## src/rtl/icache_pkg.sv

```systemverilog
// icache_pkg: shared types for the direct-mapped instruction cache.
//   word_t          32-bit machine word
//   icache_state_t  cache controller states (IDLE, FETCH)
//   icachef_t       one cache frame: valid bit, tag, data word
// The optional statistics counters are selected with ICACHE_STATS_EN.
package icache_pkg;

  typedef logic [31:0] word_t;

  // Widest tag any legal NSETS can need (NSETS=2 leaves 29 tag bits).
  // Smaller caches store their tag zero-extended into this field, so the
  // package never needs to know NSETS.
  localparam int TAG_MAX_W = $bits(word_t) - 3;

  typedef enum logic {
    IDLE  = 1'b0,
    FETCH = 1'b1
  } icache_state_t;

  typedef struct packed {
    logic                 valid;
    logic [TAG_MAX_W-1:0] tag;
    word_t                data;
  } icachef_t;

  // Drops the byte offset so memory always sees a word address.
  function automatic word_t word_align(input word_t addr);
    return {addr[31:2], 2'b00};
  endfunction

endpackage

```

## src/rtl/icache_if.sv

```systemverilog
// icache_if: fetch-side and memory-side signals of the instruction cache.
//   imemREN/imemaddr  fetch request from the datapath
//   ihit/imemload     fetch response to the datapath
//   iREN/iaddr        single-word read request to the memory controller
//   iwait/iload       memory controller busy flag and read data
// Modports: slave is the cache's view, master is the view of whatever
// drives fetches and answers memory reads.
// The optional statistics counters are selected with ICACHE_STATS_EN.
interface icache_if;
  import icache_pkg::*;

  logic  imemREN;
  word_t imemaddr;
  logic  ihit;
  word_t imemload;
  logic  iREN;
  word_t iaddr;
  logic  iwait;
  word_t iload;

  modport slave (
    input  imemREN, imemaddr, iwait, iload,
    output ihit, imemload, iREN, iaddr
  );

  modport master (
    output imemREN, imemaddr, iwait, iload,
    input  ihit, imemload, iREN, iaddr
  );

endinterface

```

## src/rtl/icache_counter.sv

```systemverilog
// icache_counter: 32-bit event counter that wraps to zero.
//   CLK    clock, counts on the rising edge
//   RST    synchronous active-high clear
//   inc    count this cycle
//   count  current value
// Only instantiated when ICACHE_STATS_EN is defined.
module icache_counter
  import icache_pkg::*;
(
  input  logic  CLK,
  input  logic  RST,
  input  logic  inc,
  output word_t count
);

  word_t count_q;
  word_t count_d;

  // Plain 32-bit add; overflow past all-ones naturally wraps to zero.
  always_comb begin
    count_d = count_q;
    if (inc) begin
      count_d = count_q + 32'd1;
    end
  end

  // Counter register, cleared by reset.
  always_ff @(posedge CLK) begin
    if (RST) begin
      count_q <= '0;
    end else begin
      count_q <= count_d;
    end
  end

  assign count = count_q;

endmodule

```

## src/rtl/icache.sv

```systemverilog
// icache: direct-mapped, read-only instruction cache.
//   CLK, RST     clock and synchronous active-high reset
//   dcif         icache_if.slave: fetch request/response and memory read port
//   hit_count    cycles with a hit        (only with ICACHE_STATS_EN)
//   miss_count   IDLE->FETCH transitions  (only with ICACHE_STATS_EN)
// Hits answer combinationally from the frame array. A miss latches the
// word address and reads one word from memory, then refills that frame.
module icache
  import icache_pkg::*;
#(
  parameter int NSETS = 16
) (
  input  logic  CLK,
  input  logic  RST,
`ifdef ICACHE_STATS_EN
  output word_t hit_count,
  output word_t miss_count,
`endif
  icache_if.slave dcif
);

  localparam int IDX_W = $clog2(NSETS);
  localparam int TAG_W = 30 - IDX_W;

  icache_state_t state_q, state_d;
  word_t         miss_addr_q, miss_addr_d;
  icachef_t      frames_q [NSETS];
  icachef_t      frames_d [NSETS];

  logic [IDX_W-1:0] req_idx;
  logic [TAG_W-1:0] req_tag;
  logic [IDX_W-1:0] fill_idx;
  logic [TAG_W-1:0] fill_tag;
  logic             hit;

  assign req_idx  = dcif.imemaddr[IDX_W+1:2];
  assign req_tag  = dcif.imemaddr[31:IDX_W+2];
  assign fill_idx = miss_addr_q[IDX_W+1:2];
  assign fill_tag = miss_addr_q[31:IDX_W+2];

  // Hit lookup is purely combinational so fetch can advance in the same
  // cycle; nothing hits while a fill is outstanding.
  always_comb begin
    hit = 1'b0;
    if (state_q == IDLE && dcif.imemREN && frames_q[req_idx].valid &&
        frames_q[req_idx].tag == TAG_MAX_W'(req_tag)) begin
      hit = 1'b1;
    end
  end

  assign dcif.ihit     = hit;
  assign dcif.imemload = hit ? frames_q[req_idx].data : '0;

  // Memory request comes straight from registers so it cannot glitch.
  assign dcif.iREN  = (state_q == FETCH);
  assign dcif.iaddr = miss_addr_q;

  // Next-state logic. Once in FETCH the fill runs to completion using the
  // latched address, whatever the fetch port does in the meantime.
  always_comb begin
    state_d     = state_q;
    miss_addr_d = miss_addr_q;
    frames_d    = frames_q;
    case (state_q)
      IDLE: begin
        if (dcif.imemREN && !hit) begin
          miss_addr_d = word_align(dcif.imemaddr);
          state_d     = FETCH;
        end
      end
      FETCH: begin
        if (!dcif.iwait) begin
          frames_d[fill_idx] = '{valid: 1'b1,
                                 tag:   TAG_MAX_W'(fill_tag),
                                 data:  dcif.iload};
          state_d = IDLE;
        end
      end
    endcase
  end

  // State, miss address and frames. Reset takes priority over a completing
  // fill, so an in-flight word is simply dropped.
  always_ff @(posedge CLK) begin
    if (RST) begin
      state_q     <= IDLE;
      miss_addr_q <= '0;
      for (int i = 0; i < NSETS; i++) begin
        frames_q[i] <= '0;
      end
    end else begin
      state_q     <= state_d;
      miss_addr_q <= miss_addr_d;
      frames_q    <= frames_d;
    end
  end

`ifdef ICACHE_STATS_EN
  logic miss_inc;

  // A miss is counted once, on the cycle the controller leaves IDLE.
  assign miss_inc = (state_q == IDLE) && (state_d == FETCH);

  icache_counter u_hit_counter (
    .CLK   (CLK),
    .RST   (RST),
    .inc   (hit),
    .count (hit_count)
  );

  icache_counter u_miss_counter (
    .CLK   (CLK),
    .RST   (RST),
    .inc   (miss_inc),
    .count (miss_count)
  );
`endif

endmodule

```

## src/flat_wrapper.sv

```systemverilog
// flat-port wrapper written by rule: the top's interface ports become plain ports
module icache_flat import icache_pkg::*;
#(
  parameter int NSETS = 16
)
  (CLK, RST, dcif_imemREN, dcif_imemaddr, dcif_iwait, dcif_iload, dcif_ihit, dcif_imemload, dcif_iREN, dcif_iaddr);
  icache_if dcif_i ();
  input  logic CLK;
  input  logic RST;
  input wire logic [$bits(dcif_i.imemREN)-1:0] dcif_imemREN;
  input wire logic [$bits(dcif_i.imemaddr)-1:0] dcif_imemaddr;
  input wire logic [$bits(dcif_i.iwait)-1:0] dcif_iwait;
  input wire logic [$bits(dcif_i.iload)-1:0] dcif_iload;
  output wire logic [$bits(dcif_i.ihit)-1:0] dcif_ihit;
  output wire logic [$bits(dcif_i.imemload)-1:0] dcif_imemload;
  output wire logic [$bits(dcif_i.iREN)-1:0] dcif_iREN;
  output wire logic [$bits(dcif_i.iaddr)-1:0] dcif_iaddr;
  assign dcif_i.imemREN = dcif_imemREN;
  assign dcif_i.imemaddr = dcif_imemaddr;
  assign dcif_i.iwait = dcif_iwait;
  assign dcif_i.iload = dcif_iload;
  assign dcif_ihit = dcif_i.ihit;
  assign dcif_imemload = dcif_i.imemload;
  assign dcif_iREN = dcif_i.iREN;
  assign dcif_iaddr = dcif_i.iaddr;
  icache #(.NSETS(NSETS)) u_core (.CLK(CLK), .RST(RST), .dcif(dcif_i));
endmodule
```

## config.mk

```make
export PLATFORM = sky130hd
export DESIGN_NAME = icache_flat
export DESIGN_NICKNAME = d
export VERILOG_FILES = /design/src/rtl/icache_pkg.sv /design/src/rtl/icache_if.sv /design/src/rtl/icache_counter.sv /design/src/rtl/icache.sv /design/src/flat_wrapper.sv
export SDC_FILE = /design/constraint.sdc
export NUM_CORES = 2
export LEC_CHECK = 0
export CAP_MARGIN = 20
export CORE_MARGIN = 4
export CORE_UTILIZATION = 35
export DETAILED_ROUTE_END_ITERATION = 10
export REMOVE_ABC_BUFFERS = 1
export SYNTH_ARGS = -nofsm -noshare
export SYNTH_HDL_FRONTEND = slang
export SYNTH_SLANG_ARGS = --single-unit
```

## constraint.sdc

```tcl
create_clock -name CLK -period 4.3 [get_ports CLK]
set_input_delay 0.645 -clock CLK [delete_from_list [all_inputs] [get_ports CLK]]
set_output_delay 0.645 -clock CLK [all_outputs]
set_load 0.05 [all_outputs]
```

Word-level counts from Yosys, hierarchy flattened
Index checks and enable logic that the tools add are counted.
Storage, ports and cells
  register bits: 1023
  bits in latches: 0
  bits in writable memories: 0
  ROM bits: 0
  input port bits: 68
  output and inout port bits: 66
  word-level logic and storage cells: 77
  memories: 0
Operators by class
  add/subtract/negate cells: 0
  multipliers: 0
  divide/modulo/power cells: 0
  magnitude comparators: 3
  eq/ne operators: 1
  shifts and indexed selects: 0
  multiplexer cells: 11
  bitwise operators: 4
  reductions and logical operators: 8
Operator list (count)
  $bwmux W992: 1
  $bmux W62 S4: 1
  $demux W62 S4: 1
  $mux W62: 3
  $mux W32: 1
  $eq A29 B26 Y1: 1
  $ge A5 B5 Y1 const B: 2
  $not A4 Y5: 2
  $logic_and A1 B1 Y1: 5
  $lt A5 B1 Y1 const B: 1
  $reduce_and A2 Y1: 2
  $mux W1: 3
  $not A1 Y1: 2
  $pmux W1 S2: 1
  $logic_not A1 Y1: 1

Longest topological paths before layout
  depth after elaboration: 11
  mapped depth: 14
  gate-level depth less buffers: 8

Worst setup path before layout
No wires, ideal clock.
  path type: input to output
  start point: input port dcif_imemaddr[3]
  end point: output port dcif_imemload[10]
  data arrival time: 3.654 ns
  required time: 3.655 ns
  path slack: 0.001 ns
  cell stages on the path: 12
  buffers on the path: 4
  cells stage by stage: buf_4 buf_6 buf_2 mux2i_1 nand2_1 a32o_1 a2111oi_2 o211ai_1 nor4_2 nand3_1 buf_2 nor2b_1
On the way
  word-level cells in the longest chain between the ends: 8
  elaborated cells between the ends (all ways): 9
  those cells by class: eq/ne: 1; mux: 5; bitwise: 1; reduce/logical: 2
Ends and longest elaborated chain
  start, declared: RTL line flat_wrapper.sv:11  | input wire logic [$bits(dcif_i.imemaddr)-1:0] dcif_imemaddr;
  $not A4 Y5 (implied by the code) *: RTL line icache.sv:45, icache.sv:46, icache.sv:52
  $bmux W62 S4 *: RTL line icache.sv:45, icache.sv:46, icache.sv:52
  $mux W62 (implied by the code) *: RTL line icache.sv:52  | assign dcif.imemload = hit ? frames_q[req_idx].data : '0;
  $mux W62 (implied by the code) *: RTL line icache.sv:45  | if (state_q == IDLE && dcif.imemREN && frames_q[req_idx].valid &&
  $eq A29 B26 Y1 / $logic_and A1 B1 Y1 (equally long branches): RTL line icache.sv:46, icache.sv:45
  $logic_and A1 B1 Y1: RTL line icache.sv:45
  $mux W1: RTL line icache.sv:45
  $mux W32 *: RTL line icache.sv:52
  end, declared: RTL line flat_wrapper.sv:15  | output wire logic [$bits(dcif_i.imemload)-1:0] dcif_imemload;
Every way passes the cells marked *; elsewhere a longest branch is shown, timed or not. The select of a mux whose other input is x is not followed.

Final worst setup path
  start point: register u_core.frames_q[553] (netlist bit)
  end point: output port dcif_imemload[1]
On the way
  word-level cells in the longest chain between the ends: 7
Ends and longest elaborated chain
  start, declared: RTL line icache.sv:27  | icachef_t frames_q [NSETS];
  start signal, assigned: RTL line icache.sv:94  | frames_q <= frames_d;
  $bmux W62 S4: RTL line icache.sv:46  | frames_q[req_idx].tag == TAG_MAX_W'(req_tag)) begin
  $mux W62 (2 in a row)
  $eq A29 B26 Y1: RTL line icache.sv:46
  $logic_and A1 B1 Y1: RTL line icache.sv:45
  $mux W1: RTL line icache.sv:45
  $mux W32: RTL line icache.sv:52
Every way passes these cells. The select of a mux whose other input is x is not followed.

==> impl_metrics.csv <==
group,metric,value,unit
setup_path,crit_path_end_kind,"output port",
global_routing,overflow,0,
route,drc,0,
global_routing,grtUsageMet2,35.5,%
finish,syn_to_final_growth,18.4,%
route,wirelength,148,mm
pwr,pwr-share-comb,6.1,%
finish,fillers,11739,
global_routing,grt_start_max_net_pins,114,
synth,synth_edf_count,0,
synth,synthesis.area,0.0422,mm2
timing,tightestPinTransition,1.18,ns
setup_path,required,3.65,ns
synth,ys_ff_latch,975,
floorplanning,fp-row-count,127,
pwr,pwr-share-clk,47.4,%
cts,cts_htree_levels,3,
route,viasPerCell,5.40,
floorplanning,initial_utilization,35.2,%
timing,drv_slew,0,
synth,synth_xor_area_share,0.519,%
global_routing,use_met3,4.44,%
global_routing,grt_pass1_wl,219,mm
floorplanning,die-area,0.126,mm2
pwr,p_leak,16.2,nW
cts,clkLatencyLatePin,0.70,ns
timing,max_freq,228,MHz
timing,fin_skew,0.0245,ns
global_routing,grt_pass1_vias,33953,
synth,synth_most_common_cell,"nand2_1",
timing,setup_viol,33,
min_path,min_path_type,"in2reg",
cts,cts_tree,"built",
timing,relSlewSlack,21.0,%
global_routing,met1_usage,31.9,%
floorplanning,core-area,0.120,mm2
timing,finalHoldViolCount,0,
pwr,switching_power,0.00475,W
synth,synth-adder-area-share,0,%
route,first_pass_iters,5,
timing,rsz0062_at_grt,"yes",
synth,synthTopCellsByCount,"1892 x nand2_1, 975 x dfxtp_1, 930 x a21oi_1, 405 x clkbuf_1, 243 x mux4_2",
setup_path,worstPathMaxFanout,6,
floorplanning,die_x,355,um
floorplanning,ios,134,
route,ant_nets,0,
route,vias,35773,
cts,clock-sinks,975,
setup_path,worst_setup_path_start_kind,"register",
global_routing,grt.busiest_layer,"met2",
timing,fin_crit_sh,102,%
finish,layout-drive-gt1-share,14.5,%
synth,synth-compound-area-share,12.4,%
pwr,vdd_drop_max,359,uV
synth,syn_avg_cell_area,8.41,um2
setup_path,arrival,3.74,ns
route,drtIter0Drc,3890,
route,wl_per_cell,22.3,um
cts,ctsHoldBuffers,0,
pwr,swShare,24.1,%
flow_run,maxCapViolCount,0,
synth,async_reset_ff_share,0,%
placed_design,numPlacedInstances,6421,
floorplanning,die_h,355,um
finish,instances_no_fill,6629,
synth,yosysSeqAreaShare,46.3,%
finish,nets,4995,
cts,clock-root-buffer,"clkbuf_16",
setup_path,worstSetupPathType,"reg2out",
synth,yosysTopAreaCellShare,46.3,%
pwr,internal_power,0.0150,W
timing,min_period,4.39,ns
synth,synthTopCellsByArea,"dfxtp_1 46%, nand2_1 17%, mux4_2 13%",
synth,ys.flop_type,"dfxtp_1",
placed_design,portBuffers,129,
timing,fin_ws,-0.0889,ns
synth,synth_warnings,0,
synth,yosys.area_share.simple,20.2,%
synth,yosysTopAreaCell,"dfxtp_1",
timing,fin_tns_setup,-1.84,ns
synth,syn_inst,5017,
outcome,outcome,"finished with violations",
global_routing,antenna_found_initial,4,
synth,muxShareOfSynthArea,15.6,%
global_routing,grt_usage,22.7,%
pwr,p_seq_share,46.6,%
cts,clk_pin_slew,0.06,ns
outcome,violations,"negative setup slack",
synth,synth_top_family_by_area,"simple AND/OR/NAND/NOR gates",
placed_design,place_congestion,0.833,
cts,cts_buffers,106,
cts,cts.path.max_buffers,3,
placed_design,dp_hpwl,82.0,mm
synth,synth.distinct_cells,64,
pwr,power_density,395,mW/mm2
-- final timing paths --
kind	depth (start not counted)	from	slack (ns)	endpoint
hold / removal	3	dcif_imemaddr[5]	0.32	u_core.dcif.iaddr[5]$_SDFFE_PP0P_
setup reg to reg	12	u_core.frames_q[553]$_SDFFE_PP0P_	1.13	u_core.dcif.iaddr[7]$_SDFFE_PP0P_
setup / recovery	12	u_core.frames_q[553]$_SDFFE_PP0P_	-0.09	dcif_imemload[1]
hold reg to reg	2	u_core.frames_q[261]$_SDFFE_PP0P_	0.45	u_core.frames_q[261]$_SDFFE_PP0P_
-- cell type report --
cell class | instances | area (um2) | share of cell area [%]
multi-input cells | 3525 | 21100 | 42.3
flip-flops and latches | 975 | 19500 | 39.1
repair buffers | 313 | 3640 | 7.29
clock buffers | 168 | 3250 | 6.50
well taps | 1612 | 2020 | 4.04
clock inverters | 27 | 370 | 0.742
inverters | 6 | 28.8 | 0.0576
diodes | 3 | 7.51 | 0.0150
-- cell usage in the layout (no fill, tap or decap), types with 4 or more instances in the layout --
cell	instances
nand2b_1	72
nand4_1	7
nand2_4	12
nor2_4	12
clkinv_2	14
nor3_1	12
buf_16	5
nand3_1	10
o21ai_1	4
nand3_4	5
dfxtp_2	5
dfxtp_1	970
buf_4	137
mux4_2	243
and2_1	6
nor3_2	5
xnor2_1	18
clkdlybuf4s50_1	91
buf_6	4
mux2i_1	101
mux2_2	6
a22oi_1	12
nor3b_1	4
nor2b_4	32
nor2b_1	9
or3_1	6
nand2_1	1880
a21oi_1	930
buf_12	72
clkbuf_16	110
o21ai_0	5
and3_1	8
clkbuf_1	28
clkbuf_8	33
nor2_1	55
a22o_1	5
bufinv_16	5
xor2_1	6
-- power by group through the flow --
stage / Clock (W) / Combinational [W] / Sequential (W)
final: 0.00935 / 0.00120 / 0.00919
after global placement: 0 / 0.00118 / 0.00939
after detailed placement: 0 / 0.00118 / 0.00939
after global routing: 0.00986 / 0.00127 / 0.00919
after CTS: 0.00946 / 0.00119 / 0.00919
after floorplan: 0 / 0.000342 / 0.00942
-- critical path, cell delays in order, from the launching register on --
cell	delay, ns
dfxtp_2	0.33
mux4_2	0.50
a22o_1	0.20
a221oi_2	0.26
xnor2_2	0.16
nor4b_2	0.33
buf_4	0.19
and4bb_2	0.28
nand3_4	0.09
buf_12	0.20
buf_12	0.19
nor2b_4	0.15
buf_12	0.14
-- cells by family (layout without fill, tap and decap cells) --
group | after synthesis | count (layout)
mux | 351 | 351
compound gates | 998 | 998
simple gates | 2149 | 2149
buf+inv | 518 | 514
other cells | 1 | 5
xor+xnor | 25 | 25
flops | 975 | 975
-- per-stage QoR --
stage	utilization (%)	worst slack (ns)	hold WS [ns]	instance area (um2)	power, W
floorplan	-	-1.29	0.427	40100	0.00976
global placement	38.2	-0.350	0.438	45800	0.0106
detailed placement	38.2	-0.373	0.443	45800	0.0106
CTS	41.6	-0.145	0.324	49800	0.0198
global route	41.7	-0.143	0.311	49900	0.0203
finish	41.7	-0.0889	0.323	49900	0.0197
-- metal layers --
| metal | routed length (um) | share of wire [%] |
|---|---|---|
| met1 | 63400 | 43 |
| met2 | 66900 | 45 |
| met3 | 13000 | 8.8 |
| met4 | 4560 | 3.1 |
| met5 | 13 | 0.0088 |
-- sequential cells by signal, indices dropped and copies added, names as in the netlist --
signal,flops
u_core.dcif.iREN,1
u_core.frames_q,944
u_core.dcif.iaddr,30
-- timing repair --
| action | 4_1_cts | 5_1_grt |
|---|---|---|
| cloned | 3 | 2 |
| setup endpoints to repair | 33 | 33 |
| gates resized for setup | 80 | 15 |
| pin swaps | 4 | 5 |
| setup buffers | 2 | 3 |
No activity file was read; power rests on OpenSTA's default activity.
